### src/rtl/udi_spect_dens_mc.sv
// Spectral-density UDI: iterative squarers on the upper DATA_W bits of RS/RT, with
// per-channel thresholds and saturating accumulators. Multiply ops stall M for DATA_W cycles.
module udi_spect_dens_mc #(
  parameter int DATA_W    = 16,
  parameter int NUM_CH    = 8,
  parameter int ACC_W     = 40,
  parameter int TOUDI_W   = 16,
  parameter int FROMUDI_W = 16
) (
  input  logic                 UDI_gclk,
  input  logic                 UDI_greset,
  input  logic                 UDI_gscanenable,
  input  logic [31:0]          UDI_ir_e,
  input  logic                 UDI_irvalid_e,
  input  logic [31:0]          UDI_rs_e,
  input  logic [31:0]          UDI_rt_e,
  input  logic                 UDI_endianb_e,
  input  logic                 UDI_kd_mode_e,
  input  logic                 UDI_start_e,
  input  logic                 UDI_run_m,
  input  logic                 UDI_kill_m,
  input  logic [TOUDI_W-1:0]   UDI_toudi,
  output logic [31:0]          UDI_rd_m,
  output logic [4:0]           UDI_wrreg_e,
  output logic                 UDI_ri_e,
  output logic                 UDI_stall_m,
  output logic                 UDI_present,
  output logic                 UDI_honor_cee,
  output logic [FROMUDI_W-1:0] UDI_fromudi
);

  localparam int          CH_W      = $clog2(NUM_CH);
  localparam int          PW        = 2 * DATA_W;
  localparam logic [63:0] ACC_MAX   = (64'd1 << ACC_W) - 64'd1;
  localparam logic [4:0]  LAST_STEP = 5'(DATA_W - 1);
  localparam logic [5:0]  OP_UDI    = 6'd28;
  localparam logic [5:0]  FN_SUM    = 6'd16;
  localparam logic [5:0]  FN_SUMSH  = 6'd17;
  localparam logic [5:0]  FN_SQ     = 6'd18;
  localparam logic [5:0]  FN_THR_WR = 6'd19;
  localparam logic [5:0]  FN_CMP    = 6'd20;
  localparam logic [5:0]  FN_ACC    = 6'd21;
  localparam logic [5:0]  FN_RDCLR  = 6'd22;

  typedef enum logic [1:0] {
    ST_IDLE = 2'd0,
    ST_MUL  = 2'd1,
    ST_DONE = 2'd2
  } state_t;

  // Bit 32 of the result flags that clamping occurred.
  function automatic logic [32:0] sat32(input logic [63:0] v);
    logic [32:0] r;
    if (v > 64'h0000_0000_FFFF_FFFF) r = {1'b1, 32'hFFFF_FFFF};
    else                             r = {1'b0, v[31:0]};
    return r;
  endfunction

  state_t              state_r;
  logic [5:0]          fn_r;
  logic [CH_W-1:0]     ch_r;
  logic [4:0]          sh_r;
  logic [31:0]         rs_r;
  logic [PW-1:0]       mcand_a_r, mcand_b_r, prod_a_r, prod_b_r;
  logic [DATA_W-1:0]   mult_a_r, mult_b_r;
  logic [4:0]          step_r;
  logic [31:0]         thr_r [NUM_CH];
  logic [ACC_W-1:0]    acc_r [NUM_CH];
  logic                sat_flag_r;
  logic [31:0]         rd_r;

  logic [5:0]          op_s, fn_s;
  logic                fn_ok_s, capture_s, kill_s, zero_stall_s;
  logic [63:0]         sum_s, acc_sum_s, res_wide_s;
  logic [ACC_W-1:0]    acc_new_s;
  logic                acc_sat_s, sat_s;
  logic [32:0]         res_sat_s;
  logic                unused_s;

  // E-stage decode: capture qualification, destination and reserved-instruction flag.
  always_comb begin
    op_s         = UDI_ir_e[31:26];
    fn_s         = UDI_ir_e[5:0];
    fn_ok_s      = (fn_s >= FN_SUM) && (fn_s <= FN_RDCLR);
    capture_s    = UDI_irvalid_e && UDI_start_e && (op_s == OP_UDI) && fn_ok_s && (state_r == ST_IDLE);
    zero_stall_s = (fn_s == FN_THR_WR) || (fn_s == FN_RDCLR);
    kill_s       = UDI_run_m && UDI_kill_m;
    UDI_ri_e     = (op_s == OP_UDI) && (fn_s[5:4] == 2'b01) && !fn_ok_s;
    if (fn_s == FN_THR_WR) UDI_wrreg_e = 5'd0;
    else                   UDI_wrreg_e = UDI_ir_e[15:11];
  end

  // Result and commit values, evaluated from the finished squares while in DONE.
  always_comb begin
    sum_s     = 64'(prod_a_r) + 64'(prod_b_r);
    acc_sum_s = 64'(acc_r[ch_r]) + sum_s;
    if (acc_sum_s > ACC_MAX) begin
      acc_new_s = ACC_MAX[ACC_W-1:0];
      acc_sat_s = 1'b1;
    end else begin
      acc_new_s = acc_sum_s[ACC_W-1:0];
      acc_sat_s = 1'b0;
    end
    case (fn_r)
      FN_SUM:   res_wide_s = sum_s;
      FN_SUMSH: res_wide_s = sum_s >> sh_r;
      FN_SQ:    res_wide_s = 64'(prod_a_r);
      FN_CMP:   res_wide_s = {63'd0, (sum_s > 64'(thr_r[ch_r]))};
      FN_ACC:   res_wide_s = 64'(acc_new_s);
      FN_RDCLR: res_wide_s = 64'(acc_r[ch_r]);
      default:  res_wide_s = 64'd0;
    endcase
    res_sat_s = sat32(res_wide_s);
    sat_s     = res_sat_s[32] | ((fn_r == FN_ACC) & acc_sat_s);
  end

  // Control FSM, shift-add squarers and local state commit.
  always_ff @(posedge UDI_gclk) begin
    if (UDI_greset) begin
      state_r    <= ST_IDLE;
      fn_r       <= 6'd0;
      ch_r       <= {CH_W{1'b0}};
      sh_r       <= 5'd0;
      rs_r       <= 32'd0;
      mcand_a_r  <= {PW{1'b0}};
      mcand_b_r  <= {PW{1'b0}};
      prod_a_r   <= {PW{1'b0}};
      prod_b_r   <= {PW{1'b0}};
      mult_a_r   <= {DATA_W{1'b0}};
      mult_b_r   <= {DATA_W{1'b0}};
      step_r     <= 5'd0;
      sat_flag_r <= 1'b0;
      rd_r       <= 32'd0;
      for (int i = 0; i < NUM_CH; i++) begin
        thr_r[i] <= 32'd0;
        acc_r[i] <= {ACC_W{1'b0}};
      end
    end else begin
      case (state_r)
        ST_IDLE: begin
          if (capture_s) begin
            fn_r      <= fn_s;
            ch_r      <= UDI_ir_e[6 +: CH_W];
            sh_r      <= UDI_ir_e[10:6];
            rs_r      <= UDI_rs_e;
            mcand_a_r <= {{DATA_W{1'b0}}, UDI_rs_e[31 -: DATA_W]};
            mcand_b_r <= {{DATA_W{1'b0}}, UDI_rt_e[31 -: DATA_W]};
            mult_a_r  <= UDI_rs_e[31 -: DATA_W];
            mult_b_r  <= UDI_rt_e[31 -: DATA_W];
            prod_a_r  <= {PW{1'b0}};
            prod_b_r  <= {PW{1'b0}};
            step_r    <= 5'd0;
            state_r   <= zero_stall_s ? ST_DONE : ST_MUL;
          end else begin
            state_r <= ST_IDLE;
          end
        end
        ST_MUL: begin
          if (kill_s) begin
            state_r <= ST_IDLE;
          end else begin
            if (mult_a_r[0]) prod_a_r <= prod_a_r + mcand_a_r;
            if (mult_b_r[0]) prod_b_r <= prod_b_r + mcand_b_r;
            mcand_a_r <= mcand_a_r << 1;
            mcand_b_r <= mcand_b_r << 1;
            mult_a_r  <= mult_a_r >> 1;
            mult_b_r  <= mult_b_r >> 1;
            step_r    <= step_r + 5'd1;
            state_r   <= (step_r == LAST_STEP) ? ST_DONE : ST_MUL;
          end
        end
        ST_DONE: begin
          // A kill here drops the op without touching rd, thresholds, accumulators or the flag.
          if (!kill_s) begin
            rd_r       <= res_sat_s[31:0];
            sat_flag_r <= sat_flag_r | sat_s;
            case (fn_r)
              FN_THR_WR: thr_r[ch_r] <= rs_r;
              FN_ACC:    acc_r[ch_r] <= acc_new_s;
              FN_RDCLR:  acc_r[ch_r] <= {ACC_W{1'b0}};
              default:   ;
            endcase
          end
          state_r <= ST_IDLE;
        end
        default: state_r <= ST_IDLE;
      endcase
    end
  end

  assign UDI_rd_m      = rd_r;
  assign UDI_stall_m   = (state_r == ST_MUL);
  assign UDI_present   = 1'b1;
  assign UDI_honor_cee = 1'b1;
  assign UDI_fromudi   = {{(FROMUDI_W-1){1'b0}}, sat_flag_r};

  assign unused_s = ^{UDI_gscanenable, UDI_endianb_e, UDI_kd_mode_e, UDI_toudi,
                      UDI_ir_e[25:16], UDI_rt_e[31-DATA_W:0]};

endmodule

### config.mk
export PLATFORM = sky130hd
export DESIGN_NAME = udi_spect_dens_mc
export DESIGN_NICKNAME = d
export VERILOG_FILES = /design/src/rtl/udi_spect_dens_mc.sv
export SDC_FILE = /design/constraint.sdc
export NUM_CORES = 2
export LEC_CHECK = 0
export ABC_AREA = 1
export CORE_ASPECT_RATIO = 0.5
export CORE_MARGIN = 4
export CORE_UTILIZATION = 51
export CTS_BUF_LIST = sky130_fd_sc_hd__clkbuf_4
export DETAILED_ROUTE_END_ITERATION = 12
export GPL_ROUTABILITY_DRIVEN = 0
export PLACE_DENSITY = 0.74
export SLEW_MARGIN = 30
export SYNTH_ARGS = -nofsm -noshare
export SYNTH_HDL_FRONTEND = slang
export SYNTH_SLANG_ARGS = --single-unit
### constraint.sdc
create_clock -name UDI_gclk -period 8.27 [get_ports UDI_gclk]
set_input_delay 1.654 -clock UDI_gclk [delete_from_list [all_inputs] [get_ports UDI_gclk]]
set_output_delay 1.654 -clock UDI_gclk [all_outputs]
set_load 0.01 [all_outputs]
==> metrics <==
status completed; first-pass GRT wire length 225000 um; die area approximately 95000 um^2; final core utilization between 50% and 60%; crit path capture type register; share of cells above drive strength 1 7.14%; DRC viols 0; WP buf/inv 4; Critical Path Stages 33; TritonCTS Buffers 187; pre-CTS setup slack between 2000 and 2500 ps; clock latency on the worst-skew pair 1260 ps; flops & latches, synth 822; Endpoint, Worst Hold mult_a_r[14]; HP Start mult_a_r[15]; I/O Buffers 115; worst endpoint data arrival time just over 7000 ps; largest net degree at the start of global routing 131; Pwr Density 162 nW/um^2; Ys Warns 0; Post-Route WL ~150000 um; Hold Buf Count CTS 0; most frequent cells in the layout nand2_1 (1204), nor2_1 (1102), edfxtp_1 (576), o21ai_0 (521), nand3_1 (400); die height ~220 um; worst-path maximum fanout 30; initial drt markers 6421; LEAKAGE between 20 and 25 nW; Fill cells 7957; Post-CTS Setup Bufs 0; PostCTS Resize Cnt 0; Area growth, synth to finish 9.66%; Crit Reg-Reg Endpoint UDI_rd_m[0]; FF-to-FF path depth 33; 1st-pass router iterations 8; most common cell type on the critical path nand2_1; vias in the first global route 40082; Peak supply drop 0.132 mV; H-tree levels 4; CTS Root Cell clkbuf_4; Routed WL per cell 20.4 um; setup TNS 0 ps; antenna-violating nets left 0; post-placement cell area between 40000 and 50000 um^2; Yosys cell types 53; vias 43649; final critical-path share of the clock period 73.2%; mapped cell area 46000 um^2; r2r setup slk 2210 ps; FF-to-FF Start prod_b_r[0]; crit path time final 6060 ps; clk buf depth 3; CORE AREA 88900 um^2; worst setup margin 2210 ps; EDFF count, synth 576; Synth Instances 5866; top cell family by delay on the critical path simple AND/OR/NAND/NOR gates; DIE WIDTH approximately 430 um; Vias/cell 6.00; final setup violation count 0; total gr overflow 0; worst hold path depth 2; CP Launch Type register; Clock Sinks just over 800; FMAX 0.165 GHz; Max stage delay cell, worst path nor2_4; Max stage delay on crit path ~600 ps; Rows 77; most common cell after layout, fill and taps aside nand2_1; Worst slew margin 32.2%; Final Max Tran Viols 0; Worst Path Class, Setup reg -> reg; RSZ-0062 raised after global routing false; GRT Resource Usage Total a little under a third; Max Cap Viol 0; Worst-path clk slew roughly 90 ps; Final Power 8.17 mW; initial antenna violation count 3; Finished Cell Area 50500 um^2; Starting Density 51.8%; sequential-to-total area share from yosys stat 48.3%; Hold WC Path Type reg -> reg; synthesized area per cell 7.85 um^2; Final Skew between 90 and 100 ps; Post-layout nets 6220; Slew @ Worst Pin 1020 ps; ys async rst share 0%; # IOs 178; placed wire-length estimate 98000 um; Req. time, crit path 9380 ps; CTS tree yes; Final Hold Vio Count 0; Synth Flop Type edfxtp_1
-- worst register-to-register path: cells and delay by family, from the launching register on --
kind | cells | cell delay (ps)
simple gates | 24 | 3300
fa+ha+maj | 3 | 1140
buf+inv | 4 | 800
compound gates | 2 | 170
flops | 1 | 500
-- flip-flops by register name (all words and copies together), names as in the netlist, named ones only --
register    flops
sat_flag_r      1
mcand_b_r      32
fn_r            6
step_r          5
thr_r         256
acc_r         320
mcand_a_r      32
UDI_rd_m       32
mult_b_r       16
prod_a_r       32
prod_b_r       32
state_r         2
ch_r            2
sh_r            3
mult_a_r       16
rs_r           32
-- cells by family after synthesis --
| kind of cell | count (synthesis) | synth area share [%] |
|---|---|---|
| AND/OR/NAND/NOR | 2851 | 24.9 |
| XOR/XNOR | 45 | 0.856 |
| AO/OA/AOI/OAI | 1207 | 14.8 |
| buffers and inverters | 771 | 6.56 |
| other | 2 | 0.0163 |
| flip-flops | 822 | 48.3 |
| adder cells (fa/ha/maj) | 168 | 4.63 |
-- synthesized netlist by cell type, types with 3 or more instances --
library cell	n	area share, %
a211oi_1	11	0.18
a21boi_0	3	0.049
a21o_1	7	0.11
a21oi_1	343	3.7
a221oi_1	10	0.19
a22o_1	6	0.11
a31oi_1	72	0.98
and2_1	5	0.068
buf_1	29	0.24
buf_2	13	0.14
buf_4	21	0.34
buf_6	4	0.098
clkbuf_1	259	2.1
clkinv_1	39	0.32
dfxtp_1	246	11
edfxtp_1	576	38
fa_1	4	0.17
ha_1	164	4.5
inv_1	399	3.3
inv_2	7	0.057
nand2_1	1224	10
nand2_2	4	0.054
nand3_1	401	4.4
nand3b_1	3	0.049
nand4_1	49	0.67
nor2_1	1107	9.0
nor3_1	34	0.37
nor4_1	13	0.18
o2111a_1	6	0.15
o211ai_1	11	0.18
o21a_1	30	0.49
o21ai_0	521	5.7
o21ai_1	25	0.27
o21bai_1	12	0.20
o221ai_1	60	1.1
o22ai_1	77	1.0
or2_2	7	0.095
xnor2_1	19	0.36
xor2_1	26	0.49
-- area by class of cell --
| cell class | count | area [um^2] | area share, % |
|---|---|---|---|
| Antenna cell | 12 | 30.0 | 0.0595 |
| Timing Repair Buffer | 187 | 1690 | 3.34 |
| Sequential cell | 822 | 22200 | 44.0 |
| Multi-Input combinational cell | 4288 | 20900 | 41.5 |
| Clock buffer | 282 | 2120 | 4.19 |
| Clock inverter | 54 | 314 | 0.622 |
| Inverter | 445 | 1680 | 3.33 |
| Tap cell | 1185 | 1480 | 2.94 |
-- how the worst max path moves through the flow --
stage	start	endpoint	slack, ps
CTS	register	UDI_rd_m[0]	2310
global route	prod_b_r[0]	UDI_rd_m[11]	1840
floorplan	UDI_run_m	thr_r[0][0]	4070
detailed placement	UDI_kill_m	thr_r[7][28]	2200
global placement	UDI_run_m	thr_r[2][1]	2200
finish	prod_b_r[0]	UDI_rd_m[0]	2210
-- power breakdown --
group | internal, mW | switching [mW]
Sequential | 4.48 | 0.0247
Combinational | 0.0834 | 0.226
Clock | 1.61 | 1.75
-- layer usage --
layer	wire [um]	GRT usage, %	up-vias
met5	11	0	-
met4	6540	13.5	2
met3	20100	8.21	472
met2	63200	45.6	2719
met1	58600	41.6	20287
li1	-	-	20169
-- per-stage QoR --
step,cells,hold slack (ps)
after floorplan,5881,435
after global placement,6927,444
after detailed placement,6927,449
after CTS,7263,447
after global routing,7269,467
final,7275,449
Note: power is estimated with default switching activity, not from simulation.
